**src/rtl/dcache_refill.sv**
```systemverilog
// Data-cache miss handler: optional dirty-victim write-back, then word-by-word line fill.
// Define DCACHE_WB_EN for the write-back build; leave it undefined for write-through (fill only).
module dcache_refill #(
    parameter int unsigned LINE_WORDS = 16,
    parameter int unsigned ADDR_W     = 32
) (
    input  logic                       clk,
    input  logic                       rst,
    input  logic                       i_miss,
    input  logic [ADDR_W-1:0]          i_miss_addr,
    input  logic                       i_evict_valid,
    input  logic [ADDR_W-1:0]          i_evict_addr,
    input  logic [32*LINE_WORDS-1:0]   i_evict_data,
    output logic [32*LINE_WORDS-1:0]   o_line,
    output logic                       o_done,
    output logic                       o_busy,
    output logic                       o_mem_req,
    output logic                       o_mem_we,
    output logic [ADDR_W-1:0]          o_mem_addr,
    output logic [31:0]                o_mem_wdata,
    input  logic                       i_mem_ack,
    input  logic [31:0]                i_mem_rdata
);

    localparam int unsigned CNT_W  = $clog2(LINE_WORDS);
    localparam int unsigned OFF_W  = CNT_W + 2;
    localparam int unsigned LINE_W = ADDR_W - OFF_W;
    localparam logic [CNT_W-1:0] CNT_LAST = CNT_W'(LINE_WORDS - 1);

    typedef enum logic [1:0] {
        IDLE  = 2'd0,
        EVICT = 2'd1,
        FILL  = 2'd2,
        DONE  = 2'd3
    } state_t;

    state_t              state;
    state_t              state_nxt;
    logic [CNT_W-1:0]    cnt;
    logic [CNT_W-1:0]    cnt_nxt;
    logic [LINE_W-1:0]   miss_line;
    logic [31:0]         line_words [LINE_WORDS];
    logic                unused_bits;

`ifdef DCACHE_WB_EN
    logic [LINE_W-1:0]   evict_line;
    logic [31:0]         evict_words [LINE_WORDS];

    assign unused_bits = ^{i_miss_addr[OFF_W-1:0], i_evict_addr[OFF_W-1:0]};
`else
    // Write-through build never writes memory; evict inputs are sunk.
    assign o_mem_we    = 1'b0;
    assign o_mem_wdata = '0;
    assign unused_bits = ^{i_miss_addr[OFF_W-1:0], i_evict_valid, i_evict_addr, i_evict_data};
`endif

    // State register plus latched miss context and the refilled line.
    always_ff @(posedge clk) begin
        if (rst) begin
            state     <= IDLE;
            cnt       <= '0;
            miss_line <= '0;
            for (int unsigned k = 0; k < LINE_WORDS; k++) begin
                line_words[k] <= '0;
            end
`ifdef DCACHE_WB_EN
            evict_line <= '0;
            for (int unsigned k = 0; k < LINE_WORDS; k++) begin
                evict_words[k] <= '0;
            end
`endif
        end else begin
            state <= state_nxt;
            cnt   <= cnt_nxt;
            if (state == IDLE && i_miss) begin
                miss_line <= i_miss_addr[ADDR_W-1:OFF_W];
`ifdef DCACHE_WB_EN
                evict_line <= i_evict_addr[ADDR_W-1:OFF_W];
                for (int unsigned k = 0; k < LINE_WORDS; k++) begin
                    evict_words[k] <= i_evict_data[32*k +: 32];
                end
`endif
            end
            if (state == FILL && i_mem_ack) begin
                line_words[cnt] <= i_mem_rdata;
            end
        end
    end

    // Next-state, word counter and memory port decode.
    always_comb begin
        state_nxt  = state;
        cnt_nxt    = cnt;
        o_mem_req  = 1'b0;
        o_mem_addr = '0;
`ifdef DCACHE_WB_EN
        o_mem_we    = 1'b0;
        o_mem_wdata = '0;
`endif
        case (state)
            IDLE: begin
                if (i_miss) begin
                    cnt_nxt = '0;
`ifdef DCACHE_WB_EN
                    state_nxt = i_evict_valid ? EVICT : FILL;
`else
                    state_nxt = FILL;
`endif
                end
            end
`ifdef DCACHE_WB_EN
            EVICT: begin
                o_mem_req   = 1'b1;
                o_mem_we    = 1'b1;
                o_mem_addr  = {evict_line, cnt, 2'b00};
                o_mem_wdata = evict_words[cnt];
                if (i_mem_ack) begin
                    cnt_nxt = cnt + CNT_W'(1);
                    if (cnt == CNT_LAST) begin
                        cnt_nxt   = '0;
                        state_nxt = FILL;
                    end
                end
            end
`endif
            FILL: begin
                o_mem_req  = 1'b1;
                o_mem_addr = {miss_line, cnt, 2'b00};
                if (i_mem_ack) begin
                    cnt_nxt = cnt + CNT_W'(1);
                    if (cnt == CNT_LAST) begin
                        cnt_nxt   = '0;
                        state_nxt = DONE;
                    end
                end
            end
            DONE: begin
                state_nxt = IDLE;
            end
            default: begin
                state_nxt = IDLE;
            end
        endcase
    end

    assign o_done = (state == DONE);
    assign o_busy = (state != IDLE);

    for (genvar k = 0; k < LINE_WORDS; k++) begin : g_pack
        assign o_line[32*k +: 32] = line_words[k];
    end

endmodule

```
**config.mk**
```make
export PLATFORM = sky130hd
export DESIGN_NAME = dcache_refill
export DESIGN_NICKNAME = d
export VERILOG_FILES = /design/src/rtl/dcache_refill.sv
export SDC_FILE = /design/constraint.sdc
export NUM_CORES = 1
export LEC_CHECK = 0
export CAP_MARGIN = 10
export CORE_AREA = 2 2 460 462
export CTS_CLUSTER_DIAMETER = 150
export DETAILED_ROUTE_END_ITERATION = 8
export DIE_AREA = 0 0 462 464
export SYNTH_ARGS = -nofsm -noshare
export SYNTH_HDL_FRONTEND = slang
export SYNTH_SLANG_ARGS = --single-unit
export TNS_END_PERCENT = 30
```
**constraint.sdc**
```tcl
create_clock -name clk -period 2.8 [get_ports clk]
set_clock_uncertainty 0.1 [all_clocks]
set_input_delay 0.56 -clock clk [delete_from_list [all_inputs] [get_ports clk]]
set_output_delay 0.56 -clock clk [all_outputs]
set_load 0.005 [all_outputs]
```
==> impl_metrics.csv <==
group,metric,value,unit
synthesis,ys_top_cells_by_area,"edfxtp_1, nor2_1, nand2_1",
worst_setup_path,crit_required,2140,ps
worst_setup_path,ff2ff_path_depth,7,
worst_setup_path,arrival,2030,ps
final_layout,seqCellArea,16020,um^2
die,initial_core_util,9.713,%
clock_network,htree_levels,2,
worst_setup_path,crit_path_cell_trace,"and2_1 > clkdlybuf4s50_1",
global_route,grtUsageTotal,9.262,%
synthesis,synth-compound-area-share,1.454,%
die,die_w,462,um
sta,slew-limit-headroom,47.03,%
drt,postRouteAntennaNets,0,
clock_network,cts_tree,"done",
worst_setup_path,crit_path_end_kind,"output pin",
worst_setup_path,cp_slowest_cell,"clkdlybuf4s50_1",
sta,fin_crit_sh,96.12,%
die,top_level_ports,1193,
die,core_area,209200,um^2
synthesis,synth.distinct_cells,27,
sta,fmaxAchievable,371.6,MHz
synthesis,synth_xor_area_share,0.04311,%
job,max_cap_violations,0,
drt,routed_wl,103700,um
min_path,hp-start,"i_miss_addr[19]",
synthesis,synth_edf_count,512,
die,dieArea,214400,um^2
min_path,hold_end,"miss_line[13]",
synthesis,synth_top_family_by_area,"simple AND/OR/NAND/NOR gates",
synthesis,synth_adder_area_share,0.2464,%
drt,vias,14880,
synthesis,synth_area_leader_cell,"edfxtp_1",
worst_setup_path,slowest_delay,680,ps
clock_network,cts_sinks,544,
synthesis,synth_mux_area_share,0.04927,%
status,outcome,"finished clean",
worst_setup_path,cp.buffers_inverters,1,
synthesis,synth_top_area_share,75.68,%
worst_setup_path,path_delay_family,"buffers and inverters",
synthesis,synth_area,20310,um^2
sta,setup_tns,0,ps
sta,setup_ws,108.6,ps
sta,maxSlewViolCount,0,
die,num_rows,168,
clock_network,clock_latency,670,ps
placement,place_ws,135.6,ps
final_layout,fin_nets,2794,
clock_network,clock_path_buffers,3,
synthesis,yosys_warnings,0,
global_route,grt_pass1_wl,133300,um
power,vdd_drop_max,0.4967,mV
synthesis,syn_avg_cell_area,13.77,um^2
synthesis,synth_cells,1475,
final_layout,multi_input_area,3522,um^2
placement,io_buffers,606,
synthesis,synth-seq-cells,544,
synthesis,synth_simple_gate_area_share,14.46,%
clock_network,cts_buffers,60,
power,p_leak,10.77,nW
power,power.density,575.2,nW/um^2
worst_setup_path,worst-setup-path-type,"reg2out",
final_layout,final-instance-count-excl-fill,5051,
worst_setup_path,r2r_end,"line_words[8][28]",
drt,vias_per_cell,2.945,
final_layout,area_growth,60.23,%
drt,first_pass_iters,5,
synthesis,async_reset_ff_share,0,%
synthesis,ys.flop_type,"edfxtp_1",
placement,dp.final_hpwl,80990,um
sta,finalHoldViolations,0,
sta,tightest_slew,792.0,ps
drt,routedWlPerCell,20.54,um
drt,drc,0,
global_route,antenna_found_initial,25,
final_layout,fillers,23190,
worst_setup_path,r2r-start,"state[1]",
clock_network,path_clk_slew,60,ps
worst_setup_path,critPathLaunchType,"flop",
global_route,grt_start_max_net_pins,53,
global_route,grt_pass1_vias,14550,
clock_network,clk_root_buffer_cell,"clkbuf_16",
placement,gp_congestion,0.8193,
global_route,gr-total-overflow,0,
die,die_y,464,um
placement,dpl.cell_count,4918,
worst_setup_path,critPathMaxFanout,10,
final_layout,drive_gt1_share,10.77,%
final_layout,utilization,15.56,%
min_path,hold_path_class,"in2reg",
min_path,whs_path_depth,3,
drt,first_iter_violations,1699,
sta,rsz0062_at_grt,"no",
synthesis,ys_seq_area_share,78.84,%
sta,period_needed,2691,ps
worst_setup_path,rrSetupSlack,470,ps
sta,setup_violations,0,
[worst min-delay path: cells and delay by family]
kind / cells / cell delay [ps]
AOI/OAI and AO/OA: 1 / 50
buffers and inverters: 1 / 390
and+or+nand+nor: 1 / 60
[synth_stat cells (all sizes together) (2+ instances only)]
| library cell | instances |
|---|---|
| nor2 | 516 |
| edfxtp | 512 |
| nand2 | 186 |
| buf | 99 |
| and2 | 35 |
| dfxtp | 32 |
| a21oi | 27 |
| clkbuf | 22 |
| a21o | 16 |
| ha | 4 |
| inv | 4 |
| nand3 | 4 |
| nor3 | 4 |
| nor2b | 3 |
| o2bb2ai | 2 |
[layer usage]
metal / up-vias / track usage (%) / share of wire (%)
met1: 7316 / 11.23 / 40
met2: 1001 / 14.79 / 45
met5: - / 0 / 0.043
li1: 6374 / - / -
met4: 6 / 3.912 / 4.6
met3: 179 / 3.225 / 9.9
[power by group]
group | leakage [nW] | internal [mW] | switching [mW]
combinational | 4.26 | 0.703 | 0.847
clock | 0.944 | 4.41 | 3.50
sequential | 5.56 | 9.16 | 0.104
total | 10.8 | 14.3 | 4.45
[layout make-up]
type / instances / area share (%)
flip-flops and latches: 544 / 49.22
repair buffers: 727 / 22.95
multi-input cells: 840 / 10.82
well taps: 2805 / 10.78
clock buffers: 73 / 4.828
clock inverters: 40 / 1.215
diodes: 18 / 0.1384
inverters: 4 / 0.04613
[registers in the layout (all words and copies together), names as in the netlist]
| signal | count |
|---|---|
| state | 2 |
| cnt | 4 |
| miss_line | 26 |
| line_words | 512 |
[logic make-up after synthesis]
group                      Yosys count
AOI/OAI and AO/OA                   48
xor gates and xnor gates             1
adders and majority gates            4
buffers and inverters              125
DFF                                544
muxes                                1
other                                1
and+or+nand+nor                    751
[worst max-delay path by stage]
| stage | start | to | slack, ps | cells after the start |
|---|---|---|---|---|
| after floorplan | rst | line_words[11][0] | 470 | 3 |
| after global placement | i_mem_ack | line_words[2][26] | 150 | 5 |
| after detailed placement | i_mem_ack | line_words[8][28] | 140 | 6 |
| after CTS | state[1] | o_mem_addr[8] | -90 | 4 |
| after global routing | state[0] | o_done | 10 | 2 |
| final | state[0] | o_done | 110 | 2 |
[timing repair]
action | CTS | global route
hold buffers | 0 | 0
gates cloned | 0 | 1
setup buffers | 0 | 1
resized for setup | 41 | 2
setup endpoints to repair | 32 | 3
pin swaps | 1 | 0
[cell usage in the layout, fill, tap and decap left out, types with 2 or more instances in the layout]
| master | Yosys | layout |
|---|---|---|
| nand3_1 | 4 | 4 |
| nor2b_4 | 0 | 3 |
| nor3_1 | 4 | 4 |
| and2_4 | 0 | 4 |
| dlymetal6s2s_1 | 0 | 2 |
| conb_1 | 1 | 35 |
| clkinv_16 | 0 | 2 |
| o2bb2ai_1 | 2 | 2 |
| dfxtp_1 | 32 | 30 |
| clkinvlp_4 | 0 | 4 |
| nor2_1 | 516 | 515 |
| clkinv_8 | 0 | 2 |
| clkinv_1 | 0 | 14 |
| and2_1 | 35 | 30 |
| bufinv_16 | 0 | 4 |
| nand2_1 | 186 | 182 |
| clkdlybuf4s50_1 | 0 | 576 |
| clkinv_2 | 0 | 8 |
| clkbuf_16 | 0 | 62 |
| ha_1 | 4 | 4 |
| buf_12 | 0 | 41 |
| edfxtp_1 | 512 | 512 |
| diode_2 | 0 | 18 |
| inv_8 | 0 | 3 |
| a21oi_1 | 27 | 27 |
| nand2_4 | 0 | 4 |
| a21o_2 | 0 | 16 |
| inv_1 | 4 | 4 |
| dlygate4sd2_1 | 0 | 27 |
| inv_6 | 0 | 2 |
| buf_4 | 40 | 79 |
| clkbuf_1 | 22 | 12 |
[stage by stage]
| step | hold slack (ps) | instance area, um^2 | power, mW |
|---|---|---|---|
| finish | 333.4 | 32550 | 18.72 |
| global route | 293.2 | 32520 | 19.31 |
| CTS | 243.9 | 32470 | 18.95 |
| detailed placement | 345.7 | 30500 | 11.02 |
| global placement | 343.5 | 30500 | 11.01 |
| floorplan | 331.7 | 20440 | 9.750 |
No activity file was read; power rests on OpenSTA's default activity.
